File: config.mk
export PLATFORM = sky130hd
export DESIGN_NAME = rf_write_arbiter
export DESIGN_NICKNAME = d
export VERILOG_FILES = /design/src/rtl/rf_write_arbiter_pkg.sv /design/src/rtl/rf_write_arbiter_rr_arb2.sv /design/src/rtl/rf_write_arbiter.sv
export SDC_FILE = /design/constraint.sdc
export NUM_CORES = 1
export LEC_CHECK = 0
export BUFFER_PORTS_ARGS = -buffer_cell sky130_fd_sc_hd__buf_2
export CAP_MARGIN = 0
export CORE_ASPECT_RATIO = 1.25
export CORE_MARGIN = 3
export CORE_UTILIZATION = 42
export CTS_CLUSTER_DIAMETER = 100
export DETAILED_ROUTE_END_ITERATION = 8
export PLACE_DENSITY = 0.88
export SLEW_MARGIN = 20
export SYNTH_ARGS = -nofsm -noshare
export SYNTH_HDL_FRONTEND = slang
export SYNTH_HIERARCHICAL = 1
export SYNTH_SLANG_ARGS = --single-unit
File: constraint.sdc
create_clock -name clk -period 1.85 [get_ports clk]
set_clock_uncertainty 0.15 [all_clocks]
set_input_delay 0.37 -clock clk [delete_from_list [all_inputs] [get_ports clk]]
set_output_delay 0.37 -clock clk [all_outputs]
set_load 0.01 [all_outputs]
File: src/rtl/rf_write_arbiter_pkg.sv
// Shared constants and the writeback request bundle for the register-file write arbiter.
package rf_write_arbiter_pkg;

  localparam int RF_ADDR_W   = 5;
  localparam int RF_DATA_W   = 32;
  localparam int RF_ZERO_REG = 0;

  localparam int WB_PORT_ALU  = 0;
  localparam int WB_PORT_LOAD = 1;

  typedef struct packed {
    logic                 valid;
    logic [RF_ADDR_W-1:0] rd;
    logic [RF_DATA_W-1:0] data;
  } wb_req_t;

endpackage

File: src/rtl/rf_write_arbiter_rr_arb2.sv
// Two-way writeback arbiter with last-grant pointer.
// Contention policy: round-robin, or fixed load priority when RF_ARB_LOAD_PRIORITY_EN is defined.
module rr_arb2
  import rf_write_arbiter_pkg::*;
(
  input  logic       clk,
  input  logic       rst,
  input  logic       hold,
  input  logic [1:0] valid,
  output logic [1:0] grant,
  output logic       last_grant
);

  always_comb begin
    grant = '0;
    if (!rst && !hold) begin
      if (valid == 2'b11) begin
`ifdef RF_ARB_LOAD_PRIORITY_EN
        grant[WB_PORT_LOAD] = 1'b1;
`else
        // Contention goes to the port that did not win last time.
        if (last_grant) grant[WB_PORT_ALU]  = 1'b1;
        else            grant[WB_PORT_LOAD] = 1'b1;
`endif
      end else begin
        grant = valid;
      end
    end
  end

  always_ff @(posedge clk) begin
    if (rst)
      last_grant <= 1'b1;
    else if (|grant)
      last_grant <= grant[WB_PORT_LOAD];
  end

endmodule

File: src/rtl/rf_write_arbiter.sv
// Register-file write-port arbiter: grants one writeback per cycle and registers it.
// Optional fixed load priority via RF_ARB_LOAD_PRIORITY_EN (see rr_arb2).
module rf_write_arbiter
  import rf_write_arbiter_pkg::*;
#(
  parameter int ADDR_W = RF_ADDR_W,
  parameter int DATA_W = RF_DATA_W
) (
  input  logic              clk,
  input  logic              rst,
  input  logic              hold,
  input  logic              req0_valid,
  input  logic [ADDR_W-1:0] req0_rd,
  input  logic [DATA_W-1:0] req0_data,
  output logic              req0_ready,
  input  logic              req1_valid,
  input  logic [ADDR_W-1:0] req1_rd,
  input  logic [DATA_W-1:0] req1_data,
  output logic              req1_ready,
  output logic              wr_en,
  output logic [ADDR_W-1:0] wr_addr,
  output logic [DATA_W-1:0] wr_data,
  output logic              last_grant
);

  logic [1:0]        grant;
  logic              xfer;
  logic [ADDR_W-1:0] rd_sel;
  logic [DATA_W-1:0] data_sel;

  rr_arb2 u_arb (
    .clk        (clk),
    .rst        (rst),
    .hold       (hold),
    .valid      ({req1_valid, req0_valid}),
    .grant      (grant),
    .last_grant (last_grant)
  );

  assign req0_ready = grant[WB_PORT_ALU];
  assign req1_ready = grant[WB_PORT_LOAD];
  assign xfer       = |grant;
  assign rd_sel     = grant[WB_PORT_LOAD] ? req1_rd   : req0_rd;
  assign data_sel   = grant[WB_PORT_LOAD] ? req1_data : req0_data;

  // x0 writes are consumed but never reach the decoder enable.
  always_ff @(posedge clk) begin
    if (rst) begin
      wr_en   <= 1'b0;
      wr_addr <= '0;
      wr_data <= '0;
    end else begin
      wr_en <= xfer && (rd_sel != ADDR_W'(RF_ZERO_REG));
      if (xfer) begin
        wr_addr <= rd_sel;
        wr_data <= data_sel;
      end
    end
  end

endmodule
==> flow_summary.yaml, run 1 <==
synthesis:
  synthSimpleGateAreaFrac: 0.110
  synth_edf_count: 0
  yosys.area.top_type_share: 0.411
  yosys_warnings: 6
  syn_nets: 258
  synth-compound-area-share: 0.0237
  synth-seq-area-share: 0.411
  synth_top_family_by_area: "multiplexers"
  syn_area_per_cell_um2: 10.6
  synth_mux_area_frac: 0.413
  synthXorXnorAreaFrac: 0
  async_flop_share: 0
  synth_adder_area_share: 0
  synth.distinct_cells: 20
  yosysTopAreaCell: "dfxtp_1"
  syn_area_mm2: 0.00190
  ys_ff_latch: 39
  ys.flop_type: "dfxtp_1"
  syn_inst: 179
  synth.area.top_cells: "dfxtp_1, mux2i_1, mux2_2, nor2_1, mux2_4"
worst_setup_path:
  required_ns: 1.33
  crit_path_cell_trace: "buf_2, nor2_1, and3_2, buf_2"
  crit_family: "simple AND/OR/NAND/NOR gates"
  r2r_slack_ns: 0.10
  startpoint: "rst"
  worst_r2r_startpoint: "u_arb/last_grant"
  slowest_delay_ns: 0.41
  crit-reg2reg-capture: "wr_data[20]"
  cp_max_fo: 12
  r2r_cells: 7
  cp_common_cell: "buf_2"
  worst-path-stages: 4
  criticalPathCategory: "input pin to output port"
  crit_buf_inv: 2
  slowest_stage: "and3_2"
  crit_end: "req1_ready"
  worstPathArrival_ns: 1.25
  end_kind: "output port"
  worstSetupStartpointType: "input pin"
power:
  power_density_mw_per_mm2: 664
  peakVddDrop_uv: 447
  p_leak_nw: 1.35
  finalPower_mw: 1.81
cells_and_area:
  nNetsFinal: 386
  final_area_mm2: 0.00273
  nFillCells: 361
  drive_above_1_share: 0.581
  seq_area_um2: 782
  postLayoutCoreUtil: 0.644
  multi_input_area_mm2: 0.00105
  insertedDiodeCount: 0
  area_growth_pct: 43.3
route:
  num_vias: 1764
  viasPerCell: 4.85
  totalWireLength_um: 4710
  drt-pass1-iter-count: 4
  drt_first_iter_violations: 42
  route.detailed.drc: 0
  wl_per_cell_um: 12.9
  ant_nets: 0
grt:
  gr-usage-met1: 0.186
  grt_pass1_wl_um: 7180
  busiest_layer: "met2"
  antenna_found_initial: 0
  grt.overflow.total: 0
  grtUsageTotal: 0.172
  grt_max_degree: 40
  use_met3: 0.0484
  first_global_vias: 1666
  use_met2: 0.312
cts:
  cts_tree: "done"
  hold_buffers: 0
  path_clk_slew_ns: 0.07
  htree_levels: 2
  clkLatencyLatePin_ns: 0.28
  cts_buffers: 5
  root_buffer: "clkbuf_8"
  clockBufferDepth: 2
  cts_sinks: 39
sta:
  maxSlewViolCount: 0
  hold_viol: 0
  slew-limit-headroom: 0.734
  fin_crit_sh: 0.956
  max_freq_mhz: 565
  worst_pin_slew_ns: 0.399
  finalSetupViolCount: 0
  min_period_ns: 1.77
  postLayoutSetupSlackWorst_ns: 0.0810
  rsz0062_at_grt: "false"
floorplan:
  ios: 120
  die_w_um: 66.2
  rows: 26
  fp.dieH_um: 81.2
  core_mm2: 0.00423
  die_area_mm2: 0.00538
  start_util: 0.450
worst_hold_path:
  hold_class: "input pin to register"
  hold_start: "req1_data[0]"
placed_design:
  io_buffers: 119
  gp_congestion: 0.738
  placed_area_mm2: 0.00259
  dp_hpwl_um: 3670
  dpl_worst_slack_ns: -0.0638
outcome:
  run_status: "completed"
run:
  maxCapViolCount: 0
-- repair_timing --
action | CTS | global route
buffers inserted | 0 | 7
setup endpoints to repair | 1 | 1
resized for setup | 2 | 0
-- tightest hold or removal path, cell delays in order --
cell and delay [ns]:
buf_2 0.07, mux2i_1 0.05, nor2_1 0.07
-- how the worst min path moves through the flow --
stage | endpoint | cells past startpoint
6_report | wr_data[0] | 3
5_1_grt | u_arb/last_grant | 2
4_1_cts | u_arb/last_grant | 2
3_5_place_dp | u_arb/last_grant | 1
3_3_place_gp | u_arb/last_grant | 1
2_1_floorplan | u_arb/last_grant | 1
-- final cells by class --
cell class | instances | share of cell area
sequential | 39 | 0.287
clock buffer | 7 | 0.0280
tap | 56 | 0.0257
timing repair buffer | 134 | 0.274
multi-input combinational | 127 | 0.384
clock inverter | 1 | 0.00184
-- synthesized netlist by cell type, drive strengths merged, types with 2 or more instances --
master   n
mux2i   35
buf      9
nand2b   3
clkbuf   4
a211oi   2
mux2    36
nor2b    2
and3     2
nor2    40
dfxtp   39
-- cell usage in the layout, fill, tap and decap left out, types with 2 or more instances in the layout --
cell type / netlist / final
a211oi_1: 2 / 2
buf_12: 0 / 3
buf_2: 5 / 119
buf_4: 1 / 12
clkbuf_1: 4 / 2
clkbuf_8: 0 / 5
dfxtp_1: 39 / 38
mux2_2: 28 / 28
mux2_4: 8 / 8
mux2i_1: 35 / 35
nand2b_1: 3 / 3
nor2_1: 40 / 40
nor2b_1: 2 / 2
-- flip-flops by register name (all words and copies together), names as in the netlist --
name	flops
wr_data	32
u_arb/last_grant	1
wr_addr	5
wr_en	1
-- power by group --
part | total, mW | internal [mW] | switching, mW
sequential | 0.907 | 0.885 | 0.0213
combinational | 0.371 | 0.214 | 0.157
clock | 0.532 | 0.264 | 0.268
-- through the flow --
step	cells	hold slack [ns]	TNS [ns]
final	364	0.165	0
after global routing	364	0.166	0
after CTS	357	0.156	0
after detailed placement	349	0.370	-0.987
after global placement	349	0.356	-0.0294
after floorplan	179	0.343	0
-- cells by family (layout without fill, tap and decap cells) --
family | after synthesis | count (layout)
buffers and inverters | 13 | 142
multiplexers | 71 | 71
flip-flops | 39 | 39
AO/OA/AOI/OAI | 6 | 6
AND/OR/NAND/NOR | 50 | 50
-- routing by layer --
metal / wire length [um] / up-vias
li1: - / 872
met1: 1820 / 813
met2: 2480 / 71
met3: 343 / 8
met4: 65 / 0
met5: 0 / -
(Power assumes the default switching activity.)
==> run 2, diff against run 1 <==
--- a/config.mk
+++ b/config.mk
@@ -5,14 +5,15 @@
 export SDC_FILE = /design/constraint.sdc
 export NUM_CORES = 1
 export LEC_CHECK = 0
-export BUFFER_PORTS_ARGS = -buffer_cell sky130_fd_sc_hd__buf_2
 export CAP_MARGIN = 0
 export CORE_ASPECT_RATIO = 1.25
 export CORE_MARGIN = 3
-export CORE_UTILIZATION = 42
+export CORE_UTILIZATION = 55
 export CTS_CLUSTER_DIAMETER = 100
 export DETAILED_ROUTE_END_ITERATION = 8
-export PLACE_DENSITY = 0.88
+export DONT_BUFFER_PORTS = 1
+export PLACE_DENSITY = 0.79
+export RECOVER_POWER = 100
 export SLEW_MARGIN = 20
 export SYNTH_ARGS = -nofsm -noshare
 export SYNTH_HDL_FRONTEND = slang
==> run 2 against run 1 <==
Effect of this change:
- clock power fell by 4.7%
- via count fell by 23%
- largest power group unchanged
- global-route usage rose by 3.4 points
- setup slack improved by 0.0048 ns
- highest routed layer unchanged
- cell count fell by 38%
- register-to-register slack barely moved
==> flow_summary.yaml, run 2 (synthesized netlist as in run 1, its figures left out) <==
cells_and_area:
  final_cell_mix: "nor2_1, dfxtp_1, mux2i_1"
  area_growth_pct: 12.2
  top_register: "wr_data"
  nNetsFinal: 269
  largest_reg_flops: 32
  postLayoutCoreUtil: 0.656
  drive_above_1_share: 0.254
  top_regs: "wr_data x32, wr_addr x5"
  final_common_cell: "nor2_1"
  insertedDiodeCount: 0
cts:
  clockBufferDepth: 2
  path_clk_slew_ns: 0.07
  clkLatencyLatePin_ns: 0.28
  cts_buffers: 5
  cts_tree: "done"
  cts_setup_buffers: 0
  cts_sinks: 39
  root_buffer: "clkbuf_8"
  htree_levels: 2
worst_setup_path:
  slowest_stage: "dfxtp_1"
  slowest_delay_ns: 0.34
  worstSetupStartpointType: "register"
  crit_path_cell_trace: "nand2_1, and3_4, clkbuf_2"
  cp_max_fo: 17
  end_kind: "output port"
  required_ns: 1.33
  worstPathArrival_ns: 1.24
  criticalPathCategory: "register to output port"
floorplan:
  rows: 23
  core_mm2: 0.00325
  die_area_mm2: 0.00420
  die_w_um: 58.6
  ios: 120
  fp.dieH_um: 71.7
  start_util: 0.585
route:
  drt_first_iter_violations: 21
  route.detailed.drc: 0
  num_vias: 1362
  viasPerCell: 6.03
  ant_nets: 0
  totalWireLength_um: 4610
  wl_per_cell_um: 20.4
  drt-pass1-iter-count: 4
outcome:
  run_status: "completed"
sta:
  finalSetupViolCount: 0
  fin_crit_sh: 0.954
  rsz0062_at_grt: "false"
  final.setup.tns_ns: 0
  min_period_ns: 1.76
  slew-limit-headroom: 0.499
  maxSlewViolCount: 0
  max_freq_mhz: 567
  worst_pin_slew_ns: 0.749
  postLayoutSetupSlackWorst_ns: 0.0858
  hold_viol: 0
grt:
  use_met3: 0.0703
  grt.overflow.total: 0
  grtUsageTotal: 0.206
  antenna_found_initial: 0
  first_global_vias: 1419
  grt_max_degree: 21
  gr-usage-met1: 0.214
  use_met2: 0.380
  busiest_layer: "met2"
  grt_pass1_wl_um: 6640
power:
  peakVddDrop_uv: 558
  p_leak_nw: 0.823
  power_density_mw_per_mm2: 782
placed_design:
  gp_congestion: 0.708
  dpl_worst_slack_ns: 0.0588
  dp_hpwl_um: 3280
  io_buffers: 0
run:
  maxCapViolCount: 0
worst_hold_path:
  hold_class: "input pin to register"
==> run 2: changes by cell type in the layout (fill, tap and decap cells not counted), sizes merged <==
cell	previous run	this run
clkinv	1	0
buf	134	8
dlygate4sd3	0	5
clkbuf	7	10
==> run 2: where the power goes <==
group	leakage [nW]	switching [mW]	total, mW	internal [mW]
combinational	0.468	0.0974	0.225	0.128
clock	0.0371	0.256	0.507	0.251
sequential	0.318	0.0506	0.936	0.886
==> run 2: per-layer routing <==
metal	vias up	wire length, um
li1	644	-
met1	638	1650
met2	78	2480
met3	2	468
met4	0	21
met5	-	0
==> run 2: final timing paths <==
path | endpoint | cells past startpoint | slack [ns] | start
worst min-delay path | wr_data[9] | 1 | 0.01 | rst
worst min register to register | u_arb/last_grant | 2 | 0.41 | u_arb/last_grant
worst max register to register | wr_data[5] | 6 | 0.10 | u_arb/last_grant
worst max-delay path | req1_ready | 3 | 0.09 | u_arb/last_grant
==> run 2: layout make-up <==
cell class | instances | area [um^2]
fill | 274 | 1120
multi-input combinational | 127 | 1030
sequential | 39 | 781
timing repair buffer | 17 | 206
clock buffer | 6 | 72.6
tap | 37 | 46.3
==> run 2: worst max-delay path, delay by kind of cell (launching register included) <==
family | cells | cell delay [ns]
buffers and inverters | 1 | 0.23
DFF | 1 | 0.34
and+or+nand+nor | 2 | 0.40
==> run 2: repair_timing <==
item,4_1_cts,5_1_grt
setup endpoints to repair,1,5
resized for setup,1,1
hold endpoints to repair,20,8
cloned,0,2
hold buffers,3,2
==> run 2: metrics by stage <==
step           area (um^2)  std cells  total power, mW  hold WS [ns]
3_5_place_dp          1980        213             1.16         0.297
5_1_grt               2130        226             1.74      0.000814
3_3_place_gp          1980        213             1.14         0.295
2_1_floorplan         1900        179             1.13         0.343
6_report              2130        226             1.67       0.00980
4_1_cts               2090        222             1.68     0.0000860
